File: src/rtl/fifo_burst_scheduler.sv
// ---------------------------------------------------------------------------
// fifo_burst_scheduler
//
// Moves data burst by burst from the UART RX FIFO, through the fixed-latency
// image-processing pipeline, and into the UART TX FIFO. It is driven only by
// the FIFO full/empty flags:
//   IDLE  -> waits for a full RX FIFO and an empty TX FIFO
//   READ  -> reads BURST words (stalls while the RX FIFO reports empty)
//   FLUSH -> waits PROC_LAT cycles for the pipeline to drain into the TX FIFO
//   DRAIN -> enables the UART transmitter until the TX FIFO is empty
//
// Ports:
//   clk             system clock, rising edge
//   reset           asynchronous, active-low reset
//   rx_full         RX FIFO full
//   rx_empty        RX FIFO empty
//   rx_data         RX FIFO show-ahead read data
//   rx_rd           RX FIFO read strobe
//   proc_din        pipeline input data (rx_data passed straight through)
//   proc_valid_in   pipeline input valid (same cycle as rx_rd)
//   proc_dout       pipeline output data
//   proc_valid_out  pipeline output valid
//   tx_full         TX FIFO full
//   tx_empty        TX FIFO empty
//   tx_wr           TX FIFO write strobe
//   tx_wdata        TX FIFO write data
//   tx_en           UART transmitter enable (registered, high during DRAIN)
//   busy            high whenever the scheduler is not IDLE
//   burst_done      one-cycle pulse in the IDLE cycle that ends a burst
//   overflow_err    sticky: a pipeline output arrived while the TX FIFO was full
// ---------------------------------------------------------------------------
module fifo_burst_scheduler #(
    parameter int DATA_W   = 8,
    parameter int BURST    = 16,
    parameter int CNT_W    = 5,
    parameter int PROC_LAT = 2
) (
    input  logic              clk,
    input  logic              reset,
    input  logic              rx_full,
    input  logic              rx_empty,
    input  logic [DATA_W-1:0] rx_data,
    output logic              rx_rd,
    output logic [DATA_W-1:0] proc_din,
    output logic              proc_valid_in,
    input  logic [DATA_W-1:0] proc_dout,
    input  logic              proc_valid_out,
    input  logic              tx_full,
    input  logic              tx_empty,
    output logic              tx_wr,
    output logic [DATA_W-1:0] tx_wdata,
    output logic              tx_en,
    output logic              busy,
    output logic              burst_done,
    output logic              overflow_err
);

    // Wide enough to hold PROC_LAT-1; at least one bit.
    localparam int LAT_W = (PROC_LAT > 1) ? $clog2(PROC_LAT) : 1;

    typedef enum logic [1:0] {
        IDLE  = 2'b00,
        READ  = 2'b01,
        FLUSH = 2'b10,
        DRAIN = 2'b11
    } state_t;

    state_t           state, state_next;
    logic [CNT_W-1:0] rd_cnt, rd_cnt_next;
    logic [LAT_W-1:0] lat_cnt, lat_cnt_next;
    logic             tx_en_next;
    logic             burst_done_next;

    // ---------------------------------------------------------------------
    // Datapath strobes. The RX read feeds the pipeline in the same cycle:
    // rx_data is show-ahead, so the word is valid alongside rx_rd.
    // ---------------------------------------------------------------------
    assign rx_rd         = (state == READ) && !rx_empty;
    assign proc_din      = rx_data;
    assign proc_valid_in = rx_rd;

    // The TX write path is independent of the FSM so that words still in the
    // pipeline land in the TX FIFO in any state. It is held off only while
    // reset is asserted; a word meeting a full TX FIFO is dropped and flagged.
    assign tx_wr    = reset && proc_valid_out && !tx_full;
    assign tx_wdata = proc_dout;

    assign busy = (state != IDLE);

    // ---------------------------------------------------------------------
    // Next-state logic
    // ---------------------------------------------------------------------
    always_comb begin
        // NOTE: every signal gets a default before the case so no path leaves
        // one unassigned, which would otherwise infer a latch.
        state_next      = state;
        rd_cnt_next     = rd_cnt;
        lat_cnt_next    = lat_cnt;
        burst_done_next = 1'b0;

        case (state)
            IDLE: begin
                if (rx_full && tx_empty) begin
                    state_next  = READ;
                    rd_cnt_next = '0;
                end
            end

            READ: begin
                // An empty RX FIFO suppresses rx_rd, so the count and the
                // final-word transition both wait for a real read.
                if (rx_rd) begin
                    rd_cnt_next = rd_cnt + 1'b1;
                    if (rd_cnt == CNT_W'(BURST - 1)) begin
                        state_next   = FLUSH;
                        lat_cnt_next = LAT_W'(PROC_LAT - 1);
                    end
                end
            end

            FLUSH: begin
                // Loaded with PROC_LAT-1, so the dwell here is PROC_LAT cycles.
                if (lat_cnt == '0) begin
                    state_next = DRAIN;
                end else begin
                    lat_cnt_next = lat_cnt - 1'b1;
                end
            end

            DRAIN: begin
                if (tx_empty) begin
                    state_next      = IDLE;
                    burst_done_next = 1'b1;
                end
            end

            // Any encoding outside the four states recovers to IDLE.
            default: state_next = IDLE;
        endcase

        // Registered so tx_en is high exactly during DRAIN cycles.
        tx_en_next = (state_next == DRAIN);
    end

    // ---------------------------------------------------------------------
    // State and registered outputs
    // ---------------------------------------------------------------------
    always_ff @(posedge clk or negedge reset) begin
        if (!reset) begin
            state        <= IDLE;
            rd_cnt       <= '0;
            lat_cnt      <= '0;
            tx_en        <= 1'b0;
            burst_done   <= 1'b0;
            overflow_err <= 1'b0;
        end else begin
            // NOTE: non-blocking assignments so every register samples the
            // pre-edge values, independent of statement order.
            state        <= state_next;
            rd_cnt       <= rd_cnt_next;
            lat_cnt      <= lat_cnt_next;
            tx_en        <= tx_en_next;
            burst_done   <= burst_done_next;
            overflow_err <= overflow_err | (proc_valid_out & tx_full);
        end
    end

endmodule

File: config.mk
export PLATFORM = sky130hd
export DESIGN_NAME = fifo_burst_scheduler
export DESIGN_NICKNAME = d
export VERILOG_FILES = /design/src/rtl/fifo_burst_scheduler.sv
export SDC_FILE = /design/constraint.sdc
export NUM_CORES = 1
export LEC_CHECK = 0
export ABC_AREA = 0
export CAP_MARGIN = 10
export CORE_MARGIN = 2
export CORE_UTILIZATION = 36
export CTS_CLUSTER_SIZE = 24
export DETAILED_ROUTE_END_ITERATION = 7
export PLACE_DENSITY = 0.84
export SLEW_MARGIN = 10
export SYNTH_ARGS = -nofsm -noshare
export SYNTH_HDL_FRONTEND = slang
export SYNTH_SLANG_ARGS = --single-unit
File: constraint.sdc
create_clock -name clk -period 3.56 [get_ports clk]
set_input_delay 0.534 -clock clk [delete_from_list [all_inputs] [get_ports clk]]
set_output_delay 0.534 -clock clk [all_outputs]
set_load 0.005 [all_outputs]
==> Word-level counts from Yosys, hierarchy flattened <==
Index checks and enable logic that the tools add are counted.
{ "word_totals": {"reg_bits": 11, "latch_bits": 0, "ramBits": 0, "mem_bits_ro": 0, "inputBits": 23, "output_inout_bits": 23, "wordCells": 45, "mem_count": 0} }
{ "op_classes": {"n_addsub": 2, "multipliers": 0, "div_mod_pow": 0, "order_cmp": 0, "eq_ne": 8, "n_shift": 0, "muxes": 15, "n_bitwise": 2, "n_reduce_logical": 12} }
{ "ops": {"columns": ["operator", "n"], "rows": [
  ["$mux 2", 5],
  ["$mux 5", 2],
  ["$pmux 5 s2", 1],
  ["$pmux 2 s4", 1],
  ["$eq 2x2->1 const B", 3],
  ["$reduce_and 3->1", 2],
  ["$reduce_bool 2->1", 3],
  ["$add 5x1->5 const B", 1],
  ["$eq 5x4->1 const B", 1],
  ["$mux 1", 5],
  ["$logic_and 1x1->1", 4],
  ["$ne 2x2->1 const B", 2],
  ["$eq 2x1->1 const B", 1],
  ["$logic_not 1->1", 2],
  ["$logic_not 2->1", 1],
  ["$ne 2x1->1 const B", 1],
  ["$pmux 1 s2", 1],
  ["$and 1x1->1", 1],
  ["$or 1x1->1", 1],
  ["$sub 1x1->1 const B", 1]
]} }

==> Longest topological paths before layout <==
Gate-level depths: netlist of the first run.
{ "logic_depth": {"word_depth": 5, "mapped_depth": 6, "ltp_nobuf": 6} }

==> Least setup slack after synthesis of the first run <==
No wires, ideal clock.
{ "synth_path": {"path_kind": "input-to-output", "from": "in rx_empty", "to": "out rx_rd", "arrival_ns": 0.958, "required_ns": 3.026, "slack_ns": 2.068, "cell_stages": 2, "path_buffers": 1, "path_cell_list": "nor3b_4 > buf_4"} }
{ "synth_between": {"elab_chain_len": 2} }
{ "synth_lines": {"columns": ["element", "line_no", "rtl"], "rows": [
  ["start: declaration", "41", "input logic rx_empty,"],
  ["$logic_not 1->1", "78", "assign rx_rd = (state == READ) && !rx_empty;"],
  ["$logic_and 1x1->1", "78", null],
  ["end: declaration", "43", "output logic rx_rd,"]
]} }
Every way passes these cells.

==> Final worst setup path of the first run <==
{ "layout_path": {"from": "in reset", "to": "out tx_wr"} }
{ "layout_between": {"elab_chain_len": 2} }
{ "layout_lines": {"columns": ["element", "line_no", "rtl"], "rows": [
  ["start: declaration", "39", "input logic reset,"],
  ["$logic_and 1x1->1 (2 in series)", "85", "assign tx_wr = reset && proc_valid_out && !tx_full;"],
  ["end: declaration", "50", "output logic tx_wr,"]
]} }
Every way passes these cells.

==> flow_metrics.py, run 1 <==
metrics = {
    "status": {
        "run_status": "complete, no violations",
    },
    "floorplan": {
        "floorplan.initialDensity_pct": 38.0,
        "die_h_um": 46.5,
        "ios": 46,
        "die-area_mm2": 0.00216,
        "coreArea_mm2": 0.00171,
        "std_cell_rows": 15,
        "die_w_um": 46.5,
    },
    "worst_setup_path": {
        "critPathCaptureType": "output port",
        "critPathRequiredTime_ns": 3.03,
        "reg2regPathDepth": 6,
        "reg2reg_from": "rd_cnt[0]",
        "crit_slowest_cell": "clkdlybuf4s50_1",
        "slowest_delay_ns": 0.79,
        "startpoint_type": "primary input",
        "crit_start": "reset",
        "critPathKind": "primary input to output port",
        "path_cells": "clkdlybuf4s50_1 -> nand2_1 -> nor2_1 -> clkdlybuf4s50_1",
        "path_max_fanout": 12,
        "arrival_ns": 2.03,
        "critPathMostFrequentCell": "clkdlybuf4s50_1",
    },
    "synthesis": {
        "synth.area.top_cells": "dfrtp_1, buf_4, ha_1, nor2_1, nor3b_4",
        "synth.top_cell.area_share_pct": 42.4,
        "yosys.area_share.xor_xnor_pct": 1.35,
        "synth_edf_count": 0,
        "yosys.cell_count.top_type": "buf_4",
        "syn_area_um2": 649,
        "synth_flop_cell": "dfrtp_1",
        "synth_compound_area_share_pct": 7.71,
        "yosys.area_share.simple_pct": 18.5,
        "synthMuxAreaShare_pct": 3.47,
        "yosysSeqAreaShare_pct": 42.4,
        "synthesis.nets": 88,
        "ys_warn_count": 0,
        "postSynthCellCount": 63,
        "synth-adder-area-share_pct": 3.85,
        "yosysUniqueCellTypes": 24,
        "synth_top_family_by_area": "buffers and inverters",
        "synth_commonest_cells": "buf_4, dfrtp_1, nor2_1, inv_1",
        "async_reset_ff_share_pct": 100,
        "ys_seq_elements": 11,
        "postSynthAreaPerCell_um2": 10.3,
        "yosys.area.top_type": "dfrtp_1",
    },
    "global_routing": {
        "grt_usage_pct": 10.4,
        "grt_max_degree": 13,
        "antenna_found_initial": 0,
        "grt_pass1_wl_um": 1520,
        "grt_pass1_vias": 373,
        "grt_overflow": 0,
    },
    "sta": {
        "finClkSkew_ns": 0.00352,
        "slew_violations": 0,
        "worst_slack_ns": 0.992,
        "finalSetupTns_ns": 0,
        "layout_min_cycle_time_ns": 2.57,
        "max_freq_ghz": 0.389,
        "setup_viol": 0,
        "hold_viol_final": 0,
        "relSlewSlack_pct": 65.5,
        "rsz0062_at_grt": "false",
        "min_period_over_period_pct": 72.1,
        "worst_pin_slew_ns": 0.517,
    },
    "job": {
        "drv_cap": 0,
    },
    "route": {
        "ant_nets": 0,
        "vias_per_cell": 4.56,
        "avgRoutedWirePerCell_um": 11.3,
        "vias": 397,
        "dr.pass1.iters": 1,
        "routed_wl_um": 980,
        "drt_iter0_markers": 0,
        "drc": 0,
    },
    "clocking": {
        "clock_path_buffers": 2,
        "post_cts_resized": 0,
        "clk_latency_ns": 0.26,
        "postCtsHoldBufs": 0,
        "h-tree-depth": 1,
        "cts_setup_buffers": 0,
        "cts_tree": "built",
        "cts.clk_slew.worst_paths_ns": 0.07,
        "cts_sinks": 11,
        "cts_buffers": 3,
        "clockRootBuffer": "clkbuf_4",
    },
    "place": {
        "gp_congestion": 0.703,
        "dpl-instance-area_um2": 678,
        "port_buffers": 13,
        "dp_cells": 83,
        "preCtsSetupSlack_ns": 0.954,
        "hpwl_um": 765,
    },
    "layout": {
        "design_area_um2": 704,
        "num-nets-final": 88,
        "antenna_cells": 0,
        "drive_above_1_share_pct": 9.68,
        "instances_no_fill": 87,
        "area_growth_pct": 8.48,
    },
    "hold_path": {
        "hold_class": "register to register",
        "hp-start": "overflow_err",
        "hold_depth": 1,
    },
    "power_and_ir_drop": {
        "p_leak_uw": 0.000329,
        "ir_drop_v": 0.000212,
        "powerDensity_mw_per_mm2": 652,
    },
}
power breakdown:
group	switching [uW]	total [uW]	internal [uW]
Sequential	43.8	210	166
Clock	40.2	83.5	43.3
Combinational	60.2	166	106
Total	144	459	315
path summary, 6_finish.rpt:
check / endpoint / slack [ns]
setup / recovery: tx_wr / 0.99
hold / removal: overflow_err / 0.46
setup reg to reg: state[0] / 2.05
hold reg to reg: overflow_err / 0.46
max in group asynchronous: overflow_err / 2.60
min in group asynchronous: burst_done / 0.61
routing by layer:
metal / wire, um / GRT usage (%) / vias up
met2: 487 / 16.7 / 16
met4: 4 / 5.71 / 0
met3: 111 / 4.71 / 2
li1: - / - / 191
met5: 0 / 0 / -
met1: 377 / 11.2 / 188
registers in the layout, indices dropped and copies added (netlist names):
signal,cells
tx_en,1
overflow_err,1
lat_cnt,1
rd_cnt,5
state,2
burst_done,1
final cells by class:
| class | count | area (um2) |
|---|---|---|
| flip-flops and latches | 11 | 275 |
| fillers | 162 | 1000 |
| multi-input cells | 30 | 226 |
| inverters | 4 | 15.0 |
| well taps | 25 | 31.3 |
| repair buffers | 13 | 130 |
| clock buffers | 4 | 26.3 |
layout by cell type, fill, tap and decap left out:
master,instances
ha_1,2
nand2_1,2
and3_1,2
a22o_1,2
nand4_1,1
inv_1,4
nor3b_4,1
clkbuf_1,1
nor2b_1,1
mux2_1,1
xnor2_1,1
or2_2,1
nor3b_1,2
or3_1,1
a21oi_1,1
o21ai_0,2
nor2_1,5
a21o_1,1
dfrtp_1,11
clkbuf_4,3
nor4bb_1,1
mux2_2,1
clkdlybuf4s50_1,13
o211a_1,1
and4bb_1,1
worst max-delay path: cells and delay by family:
kind	cells	cell delay [ns]
AND/OR/NAND/NOR	2	0.20
buffers and inverters	2	1.29
metrics by stage:
step	util [%]	power, uW	hold slack (ns)
after detailed placement	39.7	380	0.452
after floorplan	-	332	0.238
after global placement	39.7	374	0.439
after global routing	41.2	501	0.487
after CTS	41.2	466	0.464
final	41.2	459	0.457
cell families after synthesis:
group	count (synthesis)
AOI/OAI and AO/OA	7
xor gates and xnor gates	1
adders and majority gates	2
buffers and inverters	22
DFF	11
muxes	2
and+or+nand+nor	18
No activity file was read; power rests on OpenSTA's default activity.
==> run 2, diff against run 1 <==
CORE_UTILIZATION = 30   (was 36)
PLACE_DENSITY = 0.75   (was 0.84)
clock period = 2.2 ns   (was 3.56 ns; I/O delays follow)
==> run 2 against run 1 <==
Sequential share of layout area decreased by 0.95 points. Register-to-register slack lost 1.4 ns. Clock skew rose by 0.0010 ns. Design area increased by 2.5%. Critical path depth decreased by 1. First-iteration DRC count is 3 higher. Highest routed layer unchanged.
==> flow_metrics.py, run 2 (synthesis results as in run 1) <==
metrics = {
    "status": {
        "run_status": "complete, no violations",
    },
    "worst_setup_path": {
        "reg2reg_slack_ns": 0.63,
        "critPathKind": "primary input to output port",
        "reg2reg_from": "rd_cnt[0]",
        "r2r_end": "state[0]",
        "path_max_fanout": 4,
        "crit_start": "rx_empty",
        "arrival_ns": 1.62,
        "critPathCaptureType": "output port",
        "reg2regPathDepth": 6,
        "startpoint_type": "primary input",
        "cp-endpoint": "proc_valid_in",
        "critPathRequiredTime_ns": 1.87,
    },
    "route": {
        "avgRoutedWirePerCell_um": 12.7,
        "vias": 407,
        "ant_nets": 0,
        "vias_per_cell": 4.47,
        "routed_wl_um": 1160,
        "drc": 0,
        "drt_iter0_markers": 3,
        "dr.pass1.iters": 3,
    },
    "sta": {
        "rsz0062_at_grt": "false",
        "hold_viol_final": 0,
        "min_period_over_period_pct": 88.7,
        "setup_viol": 0,
        "finClkSkew_ns": 0.00454,
        "worst_pin_slew_ns": 0.324,
        "layout_min_cycle_time_ns": 1.95,
        "whs_ns": 0.391,
        "max_freq_ghz": 0.512,
        "relSlewSlack_pct": 78.1,
        "finalSetupTns_ns": 0,
        "slew_violations": 0,
    },
    "layout": {
        "largest-register": "rd_cnt",
        "reg_top3": "rd_cnt x5, state x2",
        "design_area_um2": 722,
        "area_growth_pct": 11.2,
        "drive_above_1_share_pct": 12.5,
        "layout_common_cells": "clkdlybuf4s50_1, dfrtp_1, nor2_1, inv_1, clkbuf_4",
        "num-nets-final": 90,
        "final_common_cell": "clkdlybuf4s50_1",
        "antenna_cells": 0,
        "largest_register_ffs": 5,
    },
    "place": {
        "port_buffers": 13,
        "dpl-instance-area_um2": 696,
        "hpwl_um": 860,
        "gp_congestion": 0.735,
    },
    "floorplan": {
        "ios": 46,
        "std_cell_rows": 16,
        "die_w_um": 50.5,
        "floorplan.initialDensity_pct": 32.4,
        "coreArea_mm2": 0.00200,
        "die_h_um": 50.5,
        "die-area_mm2": 0.00255,
    },
    "hold_path": {
        "hold_class": "primary input to asynchronous set/reset pin",
    },
    "clocking": {
        "cts_sinks": 11,
        "post_cts_resized": 0,
        "clock_path_buffers": 2,
        "postCtsHoldBufs": 0,
        "h-tree-depth": 1,
        "cts.clk_slew.worst_paths_ns": 0.07,
        "clk_latency_ns": 0.27,
        "cts_buffers": 3,
        "cts_setup_buffers": 0,
        "cts_tree": "built",
        "clockRootBuffer": "clkbuf_4",
    },
    "global_routing": {
        "grt_overflow": 0,
        "antenna_found_initial": 0,
        "grt_usage_pct": 10.3,
        "grt_max_degree": 12,
        "grt_pass1_vias": 410,
        "grt_pass1_wl_um": 1830,
    },
    "job": {
        "drv_cap": 0,
    },
    "power_and_ir_drop": {
        "powerDensity_mw_per_mm2": 1070,
        "p_leak_uw": 0.000339,
        "ir_drop_v": 0.000341,
    },
}
## run 2: how the worst min path moves through the flow
stage	endpoint	depth (start not counted)	from
6_report	rd_cnt[1]	2	reset
5_1_grt	state[1]	2	reset
4_1_cts	overflow_err	2	reset
3_5_place_dp	overflow_err	1	overflow_err
3_3_place_gp	overflow_err	1	overflow_err
2_1_floorplan	burst_done	0	reset
## run 2: layer usage
metal  GRT usage, %  share of wire, %  vias up
li1               -                 -      197
met1           9.85                38      189
met2           17.1                46       18
met3           4.17                14        3
met4           8.56               2.5        0
met5              0                 0        -
## run 2: cell type report
class	count	area [um2]
multi-input combinational	30	226
inverter	4	15.0
sequential	11	275
timing repair buffer	15	145
clock buffer	4	26.3
fill	219	1280
tap	27	33.8
## run 2: worst max-delay path: stages
cell and delay, ns:
clkdlybuf4s50_1 0.50, nor3b_4 0.25, clkdlybuf4s50_1 0.54
## run 2: per-stage QoR
stage                     worst slack, ns  power (uW)  util (%)  std cells
final                               0.248         775      36.1         91
after detailed placement            0.237         636      34.8         87
after CTS                           0.221         789      36.1         91
after global routing                0.161         844      36.1         91
after floorplan                     0.800         537         -         63
after global placement              0.238         621      34.8         87
## run 2: report_power, final
group	leakage (uW)	switching [uW]	internal (uW)
Sequential	0.000134	76.3	269
Clock	0.0000150	68.1	70.2
Combinational	0.000190	108	183
==> run 3, diff against run 2 <==
HOLD_SLACK_MARGIN = 0.03   (was not set)
PLACE_DENSITY = 0.74   (was 0.75)
==> run 3 against run 2 <==
Setup slack got worse by 0.019 ns. Total power decreased by 0.91%. Design area increased by 0.17%. Flip-flop and latch count unchanged. Via count increased by 2.7%. Largest power group unchanged. Largest cell class unchanged. Routed wire length decreased by 10%. Clock power about the same. Hold slack got worse by 0.0034 ns.
==> flow_metrics.py, run 3 (synthesis results as in run 1) <==
metrics = {
    "status": {
        "run_status": "complete, no violations",
    },
    "layout": {
        "design_area_um2": 723,
        "largest-register": "rd_cnt",
        "layout_common_cells": "clkdlybuf4s50_1, dfrtp_1, nor2_1, inv_1, clkbuf_4",
        "largest_register_ffs": 5,
        "area_growth_pct": 11.4,
        "drive_above_1_share_pct": 14.1,
        "reg_top3": "rd_cnt x5, state x2",
        "antenna_cells": 0,
        "num-nets-final": 90,
        "final_common_cell": "clkdlybuf4s50_1",
    },
    "sta": {
        "finClkSkew_ns": 0.00699,
        "setup_viol": 0,
        "hold_viol_final": 0,
        "min_period_over_period_pct": 89.6,
        "layout_min_cycle_time_ns": 1.97,
        "slew_violations": 0,
        "rsz0062_at_grt": "false",
        "max_freq_ghz": 0.507,
        "worst_pin_slew_ns": 0.307,
        "finalSetupTns_ns": 0,
        "relSlewSlack_pct": 79.3,
    },
    "route": {
        "routed_wl_um": 1040,
        "vias": 418,
        "vias_per_cell": 4.59,
        "avgRoutedWirePerCell_um": 11.5,
        "drc": 0,
        "drt_iter0_markers": 8,
        "dr.pass1.iters": 4,
        "ant_nets": 0,
    },
    "worst_setup_path": {
        "reg2regPathDepth": 6,
        "startpoint_type": "primary input",
        "critPathCaptureType": "output port",
        "arrival_ns": 1.64,
        "critPathMostFrequentCell": "clkdlybuf4s50_1",
        "path_cells": "clkdlybuf4s50_1 -> nor3b_4 -> clkdlybuf4s50_1",
        "crit_slowest_cell": "clkdlybuf4s50_1",
        "slowest_delay_ns": 0.55,
        "critPathRequiredTime_ns": 1.87,
        "critPathKind": "primary input to output port",
        "reg2reg_slack_ns": 0.63,
        "reg2reg_from": "rd_cnt[0]",
        "r2r_end": "state[0]",
        "path_max_fanout": 4,
    },
    "floorplan": {
        "die_h_um": 50.5,
        "die-area_mm2": 0.00255,
        "std_cell_rows": 16,
        "die_w_um": 50.5,
        "floorplan.initialDensity_pct": 32.4,
        "coreArea_mm2": 0.00200,
        "ios": 46,
    },
    "clocking": {
        "post_cts_resized": 0,
        "cts_sinks": 11,
        "cts_buffers": 3,
        "cts.clk_slew.worst_paths_ns": 0.08,
        "clockRootBuffer": "clkbuf_4",
        "clock_path_buffers": 2,
        "clk_latency_ns": 0.27,
        "cts_setup_buffers": 0,
        "postCtsHoldBufs": 0,
        "cts_tree": "built",
        "h-tree-depth": 1,
    },
    "power_and_ir_drop": {
        "p_switching_uw": 250,
        "comb_power_share_pct": 37.1,
        "p_int_uw": 518,
        "clockPowerShare_pct": 18.3,
        "p_leak_uw": 0.000342,
        "ir_drop_v": 0.000322,
        "swShare_pct": 32.6,
        "pwr-share-seq_pct": 44.6,
        "p_total_uw": 768,
        "powerDensity_mw_per_mm2": 1060,
    },
    "global_routing": {
        "grt_pass1_wl_um": 1590,
        "grt_pass1_vias": 373,
        "grt_max_degree": 12,
        "antenna_found_initial": 0,
        "grt_overflow": 0,
        "grt_usage_pct": 8.63,
    },
    "place": {
        "port_buffers": 13,
        "hpwl_um": 778,
        "gp_congestion": 0.704,
        "dpl-instance-area_um2": 696,
    },
    "job": {
        "drv_cap": 0,
    },
    "hold_path": {
        "hold_class": "primary input to asynchronous set/reset pin",
    },
}
[run 3: cell types whose count changed in the layout (fill, tap and decap cells not counted)]
| cell | before | now |
|---|---|---|
| clkbuf_1 | 1 | 0 |
| clkinv_2 | 0 | 1 |
[run 3: area by class of cell]
type / instances / area [um2]
clock buffers: 3 / 22.5
repair buffers: 15 / 145
flip-flops and latches: 11 / 275
well taps: 27 / 33.8
clock inverters: 1 / 5.00
multi-input cells: 30 / 226
inverters: 4 / 15.0
fillers: 211 / 1280
[run 3: worst max path at each step]
stage / slack [ns] / start / end
after floorplan: 0.80 / rd_cnt[0] / state[0]
after global placement: 0.26 / rx_empty / rx_rd
after detailed placement: 0.23 / rx_empty / proc_valid_in
after CTS: 0.22 / rx_empty / proc_valid_in
after global routing: 0.20 / rx_empty / proc_valid_in
final: 0.23 / rx_empty / proc_valid_in
[run 3: power groups by stage]
stage / Clock [uW] / Combinational, uW / Sequential [uW]
6_report: 140 / 285 / 342
5_1_grt: 155 / 311 / 353
4_1_cts: 144 / 290 / 340
3_5_place_dp: 0 / 287 / 343
3_3_place_gp: 0 / 277 / 341
2_1_floorplan: 0 / 225 / 312
[run 3: per-layer routing]
metal	up-vias	wire length (um)	track usage, %
met5	-	0	0
met4	0	33	8.56
met2	18	465	12.5
li1	198	-	-
met1	197	435	9.59
met3	5	108	2.98
[run 3: critical path, delay by kind of cell]
family | cells | cell delay, ns
buf+inv | 2 | 1.05
simple gates | 1 | 0.26
[run 3: through the flow]
| stage | hold slack, ns | utilization, % | cells | worst slack (ns) |
|---|---|---|---|---|
| finish | 0.388 | 36.1 | 91 | 0.230 |
| detailed placement | 0.447 | 34.8 | 87 | 0.226 |
| global route | 0.406 | 36.1 | 91 | 0.200 |
| CTS | 0.396 | 36.1 | 91 | 0.223 |
| global placement | 0.442 | 34.8 | 87 | 0.257 |
| floorplan | 0.0344 | - | 63 | 0.800 |
